<file path="config.mk">
export PLATFORM = sky130hd
export DESIGN_NAME = tri_bus_arbiter
export DESIGN_NICKNAME = d
export VERILOG_FILES = /design/src/rtl/tri_bus_arbiter.sv
export SDC_FILE = /design/constraint.sdc
export NUM_CORES = 1
export LEC_CHECK = 0
export ABC_AREA = 1
export CAP_MARGIN = 0
export CORE_MARGIN = 4
export CORE_UTILIZATION = 55
export CTS_CLUSTER_DIAMETER = 30
export DETAILED_ROUTE_END_ITERATION = 7
export PLACE_DENSITY = 0.85
export SYNTH_ARGS = -nofsm -noshare
export SYNTH_HDL_FRONTEND = slang
export SYNTH_SLANG_ARGS = --single-unit
</file>
<file path="constraint.sdc">
create_clock -name clk -period 3.6 [get_ports clk]
set_input_delay 0.9 -clock clk [delete_from_list [all_inputs] [get_ports clk]]
set_output_delay 0.9 -clock clk [all_outputs]
set_load 0.02 [all_outputs]
</file>
<file path="src/rtl/tri_bus_arbiter.sv">
// Purpose : round-robin drive arbiter for a shared multi-driver net, with an all-off turnaround gap between owners.
// Latency : 1 cycle from req to grant in IDLE; the next owner is granted exactly TURN all-zero cycles after a release.
// Backpr. : an owner holding MAX_HOLD cycles is preempted only while another request is pending; a lone requester holds indefinitely.
//
// Ports:
//   clk     - rising-edge clock
//   rst     - asynchronous active-high reset
//   req     - level request per requester (not latched; dropping it before grant loses it)
//   grant   - registered one-hot-or-zero drive permission
//   owner   - registered index of current/last owner, held through GAP and IDLE
//   busy    - registered, equals OR of grant
//   preempt - registered one-cycle pulse during the first GAP cycle after a forced release
module tri_bus_arbiter #(
    parameter int N_REQ    = 4,
    parameter int TURN     = 1,
    parameter int MAX_HOLD = 16
) (
    input  logic                     clk,
    input  logic                     rst,
    input  logic [N_REQ-1:0]         req,
    output logic [N_REQ-1:0]         grant,
    output logic [$clog2(N_REQ)-1:0] owner,
    output logic                     busy,
    output logic                     preempt
);

    localparam int IDX_W = $clog2(N_REQ);

    typedef enum logic [1:0] {
        ST_IDLE = 2'd0,
        ST_OWN  = 2'd1,
        ST_GAP  = 2'd2
    } state_t;

    state_t             r_state;
    logic [N_REQ-1:0]   r_grant;
    logic [IDX_W-1:0]   r_owner;
    logic [IDX_W-1:0]   r_ptr;
    logic [7:0]         r_hold_cnt;
    logic [3:0]         r_gap_cnt;
    logic               r_busy;
    logic               r_preempt;

    state_t             w_state_nxt;
    logic [N_REQ-1:0]   w_grant_nxt;
    logic [IDX_W-1:0]   w_owner_nxt;
    logic [IDX_W-1:0]   w_ptr_nxt;
    logic [7:0]         w_hold_nxt;
    logic [3:0]         w_gap_nxt;
    logic               w_preempt_nxt;

    logic               w_win_vld;
    logic [IDX_W-1:0]   w_win_idx;
    logic [N_REQ-1:0]   w_win_onehot;
    logic [N_REQ-1:0]   w_owner_mask;
    logic               w_owner_req;
    logic               w_others_req;

    // (base + off) mod N_REQ for off < N_REQ; N_REQ need not be a power of 2,
    // so a single conditional subtract replaces bit truncation.
    function automatic logic [IDX_W-1:0] wrap_idx(input logic [IDX_W-1:0] base, input int off);
        int s;
        s = int'(32'(base)) + off;
        if (s >= N_REQ) begin
            s = s - N_REQ;
        end
        return s[IDX_W-1:0];
    endfunction

    // Round-robin search starting at r_ptr. Walking offsets from high to low
    // lets the lowest offset (closest to the pointer) overwrite the result.
    always_comb begin
        w_win_vld = 1'b0;
        w_win_idx = '0;
        for (int i = N_REQ - 1; i >= 0; i--) begin
            if (req[wrap_idx(r_ptr, i)]) begin
                w_win_vld = 1'b1;
                w_win_idx = wrap_idx(r_ptr, i);
            end
        end
    end

    always_comb begin
        w_win_onehot            = '0;
        w_win_onehot[w_win_idx] = 1'b1;
        w_owner_mask            = '0;
        w_owner_mask[r_owner]   = 1'b1;
    end

    assign w_owner_req  = req[r_owner];
    assign w_others_req = |(req & ~w_owner_mask);

    always_comb begin
        w_state_nxt   = r_state;
        w_grant_nxt   = r_grant;
        w_owner_nxt   = r_owner;
        w_ptr_nxt     = r_ptr;
        w_hold_nxt    = r_hold_cnt;
        w_gap_nxt     = r_gap_cnt;
        w_preempt_nxt = 1'b0;

        case (r_state)
            ST_IDLE: begin
                if (w_win_vld) begin
                    w_state_nxt = ST_OWN;
                    w_grant_nxt = w_win_onehot;
                    w_owner_nxt = w_win_idx;
                    w_ptr_nxt   = wrap_idx(w_win_idx, 1);
                    w_hold_nxt  = 8'd1;
                end
            end

            ST_OWN: begin
                // A dropped owner request takes priority over preemption, so a
                // coincident drop is a plain release without a preempt pulse.
                if (!w_owner_req) begin
                    w_state_nxt = ST_GAP;
                    w_grant_nxt = '0;
                    w_gap_nxt   = 4'(TURN);
                end else if ((r_hold_cnt >= 8'(MAX_HOLD)) && w_others_req) begin
                    w_state_nxt   = ST_GAP;
                    w_grant_nxt   = '0;
                    w_gap_nxt     = 4'(TURN);
                    w_preempt_nxt = 1'b1;
                end else if (r_hold_cnt < 8'(MAX_HOLD)) begin
                    w_hold_nxt = r_hold_cnt + 8'd1;
                end
            end

            ST_GAP: begin
                // Last gap cycle: arbitrate directly so the next owner sees
                // exactly TURN all-zero cycles.
                if (r_gap_cnt == 4'd1) begin
                    w_gap_nxt = 4'd0;
                    if (w_win_vld) begin
                        w_state_nxt = ST_OWN;
                        w_grant_nxt = w_win_onehot;
                        w_owner_nxt = w_win_idx;
                        w_ptr_nxt   = wrap_idx(w_win_idx, 1);
                        w_hold_nxt  = 8'd1;
                    end else begin
                        w_state_nxt = ST_IDLE;
                    end
                end else begin
                    w_gap_nxt = r_gap_cnt - 4'd1;
                end
            end

            default: begin
                w_state_nxt = ST_IDLE;
                w_grant_nxt = '0;
            end
        endcase
    end

    always_ff @(posedge clk or posedge rst) begin
        if (rst) begin
            r_state    <= ST_IDLE;
            r_grant    <= '0;
            r_owner    <= '0;
            r_ptr      <= '0;
            r_hold_cnt <= 8'd0;
            r_gap_cnt  <= 4'd0;
            r_busy     <= 1'b0;
            r_preempt  <= 1'b0;
        end else begin
            r_state    <= w_state_nxt;
            r_grant    <= w_grant_nxt;
            r_owner    <= w_owner_nxt;
            r_ptr      <= w_ptr_nxt;
            r_hold_cnt <= w_hold_nxt;
            r_gap_cnt  <= w_gap_nxt;
            r_busy     <= |w_grant_nxt;
            r_preempt  <= w_preempt_nxt;
        end
    end

    assign grant   = r_grant;
    assign owner   = r_owner;
    assign busy    = r_busy;
    assign preempt = r_preempt;

endmodule
</file>
==> metrics.md <==
| Metric | Value |
|---|---|
| Ratio of final minimum period to clock period | `71.0%` |
| Complex-gate fraction of the synthesized area | `11.9%` |
| Count of cell types in the netlist | `32` |
| Clock Latency Late Sink | `0.32 ns` |
| Cell taking the most area after synthesis | `dfrtp_1` |
| Chip width | `63.2 µm` |
| Max-slew violations | `0` |
| Mux cell area share after synthesis | `0%` |
| Ports | `14` |
| Antenna Violating Nets Remaining | `0` |
| Unrepaired setup endpoints after global routing | `false` |
| Final setup TNS | `0 ns` |
| Clk_skew | `0.00401 ns` |
| CTS root buffer | `clkbuf_4` |
| Die area | `4000 µm²` |
| Warnings, synthesis | `0` |
| Antenna fix cells | `0` |
| Buffer and inverter count on the worst path | `3` |
| Post-Synth Simple-Gate Area | `33.7%` |
| Xor and xnor area share after synthesis | `0%` |
| Crit start category | `input port` |
| Drt wl/cell | `11.2 µm` |
| CTS buffer count | `3` |
| #FFs+latches synth | `24` |
| WHS | `0.513 ns` |
| H-tree depth | `1` |
| Placed cell areas | `1820 µm²` |
| Static leakage | `0.937 nW` |
| Max-cap violations | `0` |
| Final Hold Viols | `0` |
| Synth-to-Final Area Change | `10.8%` |
| Grt ovf | `0` |
| Die Height | `63.2 µm` |
| Fmax | `391 MHz` |
| Worst EP arrival | `2.78 ns` |
| CTS Sinks | `24` |
| Largest family of logic cells by synthesized area | `simple AND/OR/NAND/NOR gates` |
| Setup-failing EPs final | `0` |
| Measured slew at the worst slew-check pin | `0.889 ns` |
| Layout Nets | `247` |
| Cells after synthesis | `213` |
| Cell family with most CP delay | `buffers and inverters` |
| Final wirelength | `2.90 mm` |
| Hold-fix buffers, CTS | `0` |
| Worst path slowest cell | `clkdlybuf4s50_1` |
| Worst-case clock buffer depth | `2` |
| Setup crit start | `req[3]` |
| Port Buf Inserts | `13` |
| Starting Density | `59.3%` |
| Worst hold start | `r_hold_cnt[7]` |
| Vias in the first global route | `1,210` |
| Syn nets | `232` |
| # rows | `19` |
| Tmin final | `2.56 ns` |
| Std-Cell Core Area | `2830 µm²` |
| Setup repair bufs after CTS | `0` |
| Global-route wire length before repair | `5.16 mm` |
| DRT iter0 DRCs | `54` |
| Post-Synth Adder-Cell Area | `9.70%` |
| Vias | `1,322` |
| Relative slew slack | `40.7%` |
| Total track usage | `16.0%` |
| CP required | `3.82 ns` |
| R2R Path Start | `r_ptr[0]` |
| Final instance area | `1860 µm²` |
| Worst path cell trace | `clkdlybuf4s50_1 -> nand2_1 -> nand2_1 -> nand2_1 -> nand2_1 -> inv_1 -> o21ai_1 -> o21a_1 -> inv_2 -> ha_1 -> nand3_1 -> nand2_1 -> o21ai_1 -> nand2_1` |
| WS Path Type | `input port to flip-flop` |
| GP Congestion | `0.823` |
| Drt pass-1 iters | `4` |
| Layout fillers | `250` |
| Fraction of layout cells with a size suffix above 1 | `18.9%` |
| Peak VDD IR | `0.527 mV` |
| Total power per unit cell area | `927 nW/µm²` |
| Ys async rst share | `100%` |
| Worst Path Max Fanout | `4` |
| Slowest stage delay, CP | `0.54 ns` |
| Setup crit end kind | `flip-flop` |
| Total power | `0.00172 W` |
| Largest cells by area after synthesis | `dfrtp_1, nand2_1, ha_1, nand2_2, nand3_1` |
| Sequential area share after synthesis | `35.8%` |
| Commonest non-fill, non-tap cells in the layout | `nand2_1, dfrtp_1, inv_1, nand3_1` |
| Multi-input logic area | `927 µm²` |
| Register area | `601 µm²` |
| CTS tree | `built` |
| Post-CTS sizing | `0` |
| Largest net degree at the start of global routing | `25` |
| Commonest non-fill, non-tap cell in the layout | `nand2_1` |
| DR vias/cell | `5.12` |
| CP most frequent cell | `nand2_1` |
| Synthesized area per cell | `7.87 µm²` |
| Synth Flop Type | `dfrtp_1` |
| Post-synth EDFFs | `0` |
| Antenna violations before repair | `0` |
| Type of the tightest min-delay check | `flip-flop to flip-flop` |
| Top cell type's share of synthesized area | `35.8%` |
| DRC viols | `0` |
| Post-Syn Area | `1680 µm²` |
| Outcome | `finished, final reports clean` |
| Fin worst setup slack | `1.04 ns` |
| Hpwl dp | `2.25 mm` |
| Dpl ws | `0.731 ns` |
| CTS clk-pin slew, worst paths | `0.12 ns` |
## cells in the mapped netlist (3+ instances only)
library cell,number
inv_1,21
inv_2,6
nor2_2,3
o21ai_0,6
nand2_4,4
dfrtp_1,24
nor2_1,8
nand2_2,13
nand3_1,16
a21oi_1,5
o21ai_1,12
ha_1,13
nand2_1,56
## flip-flops by register name, indices dropped and copies added (netlist names)
name        cells
r_hold_cnt      8
grant           4
r_gap_cnt       4
owner           2
r_ptr           2
r_state         2
busy            1
preempt         1
## report_power, final
group	switching [W]	internal (W)	total, W
sequential	0.0000966	0.000354	0.000451
clock	0.0000793	0.0000620	0.000141
combinational	0.000710	0.000420	0.00113
## metrics by stage
step                util, %  instances
finish                 65.7        258
global route           65.7        258
CTS                    65.7        258
detailed placement     64.4        254
global placement       64.4        254
floorplan                 -        213
## worst reg2reg max path: stages, from the launching register on
cell and delay [ns]:
dfrtp_1 0.58, inv_8 0.07, nand2_1 0.07, nand2_1 0.11, nor2_4 0.18, o21ai_1 0.10, nand2_1 0.06, o21a_1 0.19
inv_2 0.07, ha_1 0.18, nand3_1 0.11, nand2_1 0.06, o21ai_1 0.13, nand2_1 0.06
## layout make-up
cell class,count,share of cell area (%)
inverters,30,6.73
multi-input cells,156,49.9
clock buffers,4,1.95
repair buffers,13,7.00
flip-flops and latches,24,32.3
well taps,31,2.09
## per-layer routing
layer / vias up / global-route usage [%] / part of all wire (%)
li1: 703 / - / -
met1: 605 / 20.0 / 51
met2: 10 / 27.1 / 45
met3: 4 / 3.73 / 2.1
met4: 0 / 5.66 / 1.5
met5: - / 0 / 0
## cells by family (layout without fill, tap and decap cells)
kind of cell | after synthesis | count (layout)
AND/OR/NAND/NOR | 112 | 112
buffers and inverters | 33 | 47
AO/OA/AOI/OAI | 31 | 31
flip-flops | 24 | 24
adder cells (fa/ha/maj) | 13 | 13
## path summary, 6_finish.rpt
| check | end | slack [ns] | cells after the start |
|---|---|---|---|
| min in group asynchronous | r_hold_cnt[1] | 1.05 | 2 |
| min | r_hold_cnt[7] | 0.51 | 2 |
| max in group asynchronous | owner[1] | 2.00 | 2 |
| max | busy | 1.04 | 14 |
| max reg2reg | busy | 1.53 | 13 |
| min reg2reg | r_hold_cnt[7] | 0.51 | 2 |
(Power assumes the default switching activity.)
